--- src/rtl/fpmac_pkg.sv ---
// rtl/fpmac_pkg.sv - shared types and constants for the FP16 MAC dot-product sequencer
// Purpose: sequencer state encoding, FP16 width/zero constants and default MAC latency.
// Ports: none (package).
package fpmac_pkg;

  localparam int          FP16_W      = 16;
  localparam logic [15:0] FP16_ZERO   = 16'h0000;
  localparam int          DEF_MAC_LAT = 3;

  typedef enum logic [2:0] {
    ST_IDLE  = 3'd0,
    ST_CLEAR = 3'd1,
    ST_FEED  = 3'd2,
    ST_DRAIN = 3'd3,
    ST_DONE  = 3'd4
  } state_t;

endpackage

--- src/rtl/fpmac_dot_sequencer.sv ---
// rtl/fpmac_dot_sequencer.sv - job sequencer driving the FP16 multiply-accumulate datapath
// Purpose: accepts a dot-product job (start + len), clears the MAC, streams operand
//   pairs into it, flushes the MAC pipeline with +0 products and captures the sum.
// Ports:
//   clk, Asynch_Reset          clock, async active-low reset
//   start, len, abort, busy    job control / status
//   in_valid, in_ready,        operand stream from source
//   in_a, in_b
//   mac_en, mac_clr,           MAC control and operands (registered)
//   mac_a, mac_b, mac_acc      plus accumulator feedback
//   done, result, err_len      completion pulse, held sum, zero-length error pulse
module fpmac_dot_sequencer
  import fpmac_pkg::*;
#(
  parameter int LEN_W   = 8,
  parameter int MAC_LAT = DEF_MAC_LAT
) (
  input  logic              clk,
  input  logic              Asynch_Reset,
  input  logic              start,
  input  logic [LEN_W-1:0]  len,
  input  logic              abort,
  output logic              busy,
  input  logic              in_valid,
  output logic              in_ready,
  input  logic [FP16_W-1:0] in_a,
  input  logic [FP16_W-1:0] in_b,
  output logic              mac_en,
  output logic              mac_clr,
  output logic [FP16_W-1:0] mac_a,
  output logic [FP16_W-1:0] mac_b,
  input  logic [FP16_W-1:0] mac_acc,
  output logic              done,
  output logic [FP16_W-1:0] result,
  output logic              err_len
);

  localparam int DRN_W = $clog2(MAC_LAT + 1);

  state_t            r_state, w_next;
  logic [LEN_W-1:0]  r_rem, w_rem;
  logic [DRN_W-1:0]  r_drn, w_drn;
  logic              r_mac_en, w_mac_en;
  logic              r_mac_clr, w_mac_clr;
  logic [FP16_W-1:0] r_mac_a, w_mac_a;
  logic [FP16_W-1:0] r_mac_b, w_mac_b;
  logic              r_done, w_done;
  logic [FP16_W-1:0] r_result, w_result;
  logic              r_err_len, w_err_len;
  logic              w_beat;

  assign w_beat = in_valid && (r_state == ST_FEED);

  always_comb begin
    w_next    = r_state;
    w_rem     = r_rem;
    w_drn     = r_drn;
    w_mac_en  = 1'b0;
    w_mac_clr = 1'b0;
    w_mac_a   = FP16_ZERO;
    w_mac_b   = FP16_ZERO;
    w_done    = 1'b0;
    w_result  = r_result;
    w_err_len = 1'b0;

    case (r_state)
      ST_IDLE: begin
        if (start) begin
          if (len != '0) begin
            w_next    = ST_CLEAR;
            w_rem     = len;
            // Registered, so the clear pulse lands in the CLEAR cycle.
            w_mac_clr = 1'b1;
          end else begin
            w_err_len = 1'b1;
          end
        end
      end
      ST_CLEAR: begin
        w_next = ST_FEED;
      end
      ST_FEED: begin
        if (w_beat) begin
          w_mac_en = 1'b1;
          w_mac_a  = in_a;
          w_mac_b  = in_b;
          if (r_rem != '0) begin
            w_rem = r_rem - LEN_W'(1);
          end
          if (r_rem == LEN_W'(1)) begin
            w_next = ST_DRAIN;
            w_drn  = DRN_W'(MAC_LAT);
          end
        end
      end
      ST_DRAIN: begin
        // Zero operands push the last real product through; the sum is unchanged.
        w_mac_en = 1'b1;
        if (r_drn != '0) begin
          w_drn = r_drn - DRN_W'(1);
        end
        if (r_drn == DRN_W'(1)) begin
          // Accumulator is final by now; capture it so result and done align.
          w_next   = ST_DONE;
          w_done   = 1'b1;
          w_result = mac_acc;
        end
      end
      ST_DONE: begin
        w_next = ST_IDLE;
      end
      default: begin
        w_next = ST_IDLE;
      end
    endcase

    // Abort overrides everything, including a final beat or the DONE transition.
    if (abort && (r_state != ST_IDLE)) begin
      w_next    = ST_IDLE;
      w_rem     = '0;
      w_drn     = '0;
      w_mac_en  = 1'b0;
      w_mac_clr = 1'b1;
      w_mac_a   = FP16_ZERO;
      w_mac_b   = FP16_ZERO;
      w_done    = 1'b0;
      w_result  = r_result;
    end
  end

  always_ff @(posedge clk or negedge Asynch_Reset) begin
    if (!Asynch_Reset) begin
      r_state   <= ST_IDLE;
      r_rem     <= '0;
      r_drn     <= '0;
      r_mac_en  <= 1'b0;
      r_mac_clr <= 1'b0;
      r_mac_a   <= FP16_ZERO;
      r_mac_b   <= FP16_ZERO;
      r_done    <= 1'b0;
      r_result  <= FP16_ZERO;
      r_err_len <= 1'b0;
    end else begin
      r_state   <= w_next;
      r_rem     <= w_rem;
      r_drn     <= w_drn;
      r_mac_en  <= w_mac_en;
      r_mac_clr <= w_mac_clr;
      r_mac_a   <= w_mac_a;
      r_mac_b   <= w_mac_b;
      r_done    <= w_done;
      r_result  <= w_result;
      r_err_len <= w_err_len;
    end
  end

  assign busy     = (r_state != ST_IDLE);
  assign in_ready = (r_state == ST_FEED);
  assign mac_en   = r_mac_en;
  assign mac_clr  = r_mac_clr;
  assign mac_a    = r_mac_a;
  assign mac_b    = r_mac_b;
  assign done     = r_done;
  assign result   = r_result;
  assign err_len  = r_err_len;

endmodule

--- config.mk ---
export PLATFORM = sky130hd
export DESIGN_NAME = fpmac_dot_sequencer
export DESIGN_NICKNAME = d
export VERILOG_FILES = /design/src/rtl/fpmac_pkg.sv /design/src/rtl/fpmac_dot_sequencer.sv
export SDC_FILE = /design/constraint.sdc
export NUM_CORES = 1
export LEC_CHECK = 0
export ABC_CLOCK_PERIOD_IN_PS = 1510
export BUFFER_PORTS_ARGS = -buffer_cell sky130_fd_sc_hd__buf_4
export CELL_PAD_IN_SITES_DETAIL_PLACEMENT = 0
export CELL_PAD_IN_SITES_GLOBAL_PLACEMENT = 2
export CORE_ASPECT_RATIO = 1.75
export CORE_MARGIN = 4
export CORE_UTILIZATION = 25
export CTS_CLUSTER_SIZE = 24
export DETAILED_ROUTE_END_ITERATION = 8
export MAX_ROUTING_LAYER = met4
export PLACE_DENSITY = 0.83
export SYNTH_ARGS = -nofsm -noshare
export SYNTH_HDL_FRONTEND = slang
export SYNTH_SLANG_ARGS = --single-unit
--- constraint.sdc ---
create_clock -name clk -period 1.51 [get_ports clk]
set_input_delay 0.302 -clock clk [delete_from_list [all_inputs] [get_ports clk]]
set_output_delay 0.302 -clock clk [all_outputs]
set_load 0.1 [all_outputs]
==> results.yml <==
flow_run:
  drv_cap: 0
power_and_ir_drop:
  ir_drop_mv: 1.114
  p_leak_uw: 0.002442
  power_density_nw_per_um2: 2085
drt:
  via_per_inst: 4.292
  vias: 2408
  first_iter_violations: 91
  drc_errors: 0
  wire_per_inst_microns: 14.91
  dr.pass1.iters: 4
  ant_nets: 0
  routed_wl_microns: 8365
synth:
  async_flop_share: 1.000
  synth_cell_types: 41
  synth_area_leaders: "dfrtp_1 (60%), nand2_1 (8.1%), and2_1 (7.6%), ha_1 (2.3%), nor2_1 (2.1%)"
  syn_area_per_cell_sq_um: 10.43
  synth_edf_count: 0
  synth_top_cell_by_area: "dfrtp_1"
  yosys-top-cells-count: "dfrtp_1 (65), nand2_1 (58), and2_1 (33)"
  synth_top_cell_area_share: 0.6021
  ys_ff_latch: 65
  synth_seq_area_share: 0.6021
  post-synth-top-count-cell: "dfrtp_1"
  synth_ff_type: "dfrtp_1"
  synth_area_sq_um: 2701
  synth.net_count: 325
  yosysWarnings: 0
  synth_cells: 259
worst_setup_path:
  arrival_ns: 1.42
  endpoint_kind: "output pin"
  required_ns: 1.21
  crit_fanout: 3
  crit_path_start_kind: "flop"
  worstSetupPathType: "reg2out"
placed_design:
  gp_congestion: 0.7997
  hpwl_microns: 6156
  portBuffers: 114
  preCtsSetupSlack_ns: -0.2258
timing:
  fmax_mhz: 581.1
  timing.setup.tns_ns: -2.906
  setup_viol: 43
  max_slew_margin: 0.7619
  slew_viol_final: 0
  post-route-period-util: 1.140
  hold_viol: 0
  worstMarginPinSlew_ns: 0.3571
  clock_skew_ns: 0.006051
  min_period_ns: 1.721
  grt_setup_unrepaired: "true"
  layout_setup_ws_ns: -0.2109
clock_network:
  cts_sinks: 65
  cts_tree: "built"
  cts-root-buf: "clkbuf_16"
  numCtsBuffers: 9
  clk_latency_ns: 0.32
  htree_levels: 3
  clock_path_buffers: 2
  path_clk_slew_ns: 0.05
layout:
  layout-drive-gt1-share: 0.5197
  area_growth_pct: 74.39
  fin_nets: 492
  n_fill_cell: 1053
  regArea_sq_um: 1627
  num_antenna_cells: 0
  multi_input_area_sq_um: 1179
global_routing:
  met3_usage: 0.01983
  grt_start_max_net_pins: 66
  use_met2: 0.2627
  grt-ovfl-total: 0
  grtUsageMet1: 0.1352
  grt_first_pass_wirelength_microns: 13250
  grt_usage: 0.1417
  grt_antenna_before_repair: 0
  grt_pass1_vias: 2610
  grt.busiest_layer: "met2"
die:
  die_y_microns: 145.5
  design.die.area_sq_um: 12600
  start_util: 0.2540
  num_rows: 50
  die_w_microns: 86.58
  io_pins: 115
  coreArea_sq_um: 10640
outcome:
  failed_checks: "negative setup slack"
  status: "finished, violations left"
hold_path:
  hold_path.class: "in2reg"
sequential cells by signal (all words and copies together), names as in the netlist:
name	cells
mac_en	1
mac_b	16
err_len	1
r_rem	8
r_drn	2
mac_clr	1
done	1
mac_a	16
result	16
r_state	3
area by class of cell:
class | count | area share
clock buffers | 10 | 0.05073
clock inverters | 6 | 0.01434
inverters | 10 | 0.01036
multi-input cells | 174 | 0.2502
flip-flops and latches | 65 | 0.3453
well taps | 130 | 0.03453
repair buffers | 166 | 0.2946
per-stage QoR:
stage               power, uW  hold slack (ns)    util  instances  cell area, sq um
floorplan                5641         0.006409       -        259              2725
global placement         6941           0.3311  0.3761        531              4000
detailed placement       6995           0.3400  0.3761        531              4000
CTS                      9757           0.1514  0.4366        559              4643
global route            10290           0.1650  0.4429        561              4711
finish                   9820           0.1692  0.4429        561              4711
repair_timing:
item / CTS / global route
setup buffers: 9 / 2
endpoints found under the hold margin: 56 / 0
gates cloned: 2 / 0
hold buffers: 1 / 0
resized for setup: 53 / 12
pin swaps: 12 / 7
setup endpoints to repair: 15 / 60
power breakdown:
group          switching [uW]  internal (uW)  leakage (uW)
Sequential                250           2140      0.000873
Clock                     765           1320      0.000145
Combinational            3560           1780       0.00142
Total                    4570           5250       0.00244
path summary, 6_finish.rpt:
path	start	end	slack (ns)	depth (start not counted)
worst max-delay path	r_state[0]$_DFFE_PN0P_	in_ready	-0.21	3
worst min-delay path	mac_acc[1]	result[1]$_DFFE_PN0P_	0.17	3
worst max register to register	r_state[0]$_DFFE_PN0P_	mac_a[4]$_DFF_PN0_	-0.17	7
worst min register to register	result[10]$_DFFE_PN0P_	result[10]$_DFFE_PN0P_	0.47	2
max in group asynchronous	Asynch_Reset	result[13]$_DFFE_PN0P_	0.70	3
min in group asynchronous	Asynch_Reset	mac_b[6]$_DFF_PN0_	0.52	3
logic make-up after synthesis:
group,Yosys count,synth area share
and+or+nand+nor,130,0.2399
adders and majority gates,5,0.02316
AOI/OAI and AO/OA,37,0.09125
muxes,2,0.007874
buffers and inverters,20,0.03566
DFF,65,0.6021
per-layer routing:
metal | wire length, microns | up-vias
met3 | 282 | 15
met4 | 293 | 0
met1 | 2715 | 1163
met5 | 0 | -
li1 | - | 1182
met2 | 5073 | 48
critical path, stage by stage (launching register included):
cell and delay [ns]:
dfrtp_1 0.40, or3b_4 0.43, clkinvlp_4 0.10, buf_12 0.17
layout by cell type (no fill, tap or decap), drive strengths merged, types with 3 or more instances in the layout:
cell | synthesis | routed
nor2 | 16 | 16
clkinvlp | 0 | 3
dfrtp | 65 | 65
o21ai | 17 | 17
inv | 9 | 8
nor4 | 3 | 3
nor3 | 6 | 6
clkinv | 1 | 4
ha | 5 | 5
a31oi | 3 | 3
buf | 5 | 164
nand2 | 58 | 58
clkbuf | 5 | 10
and2 | 33 | 33
a21oi | 8 | 8
No activity file was read; power rests on OpenSTA's default activity.
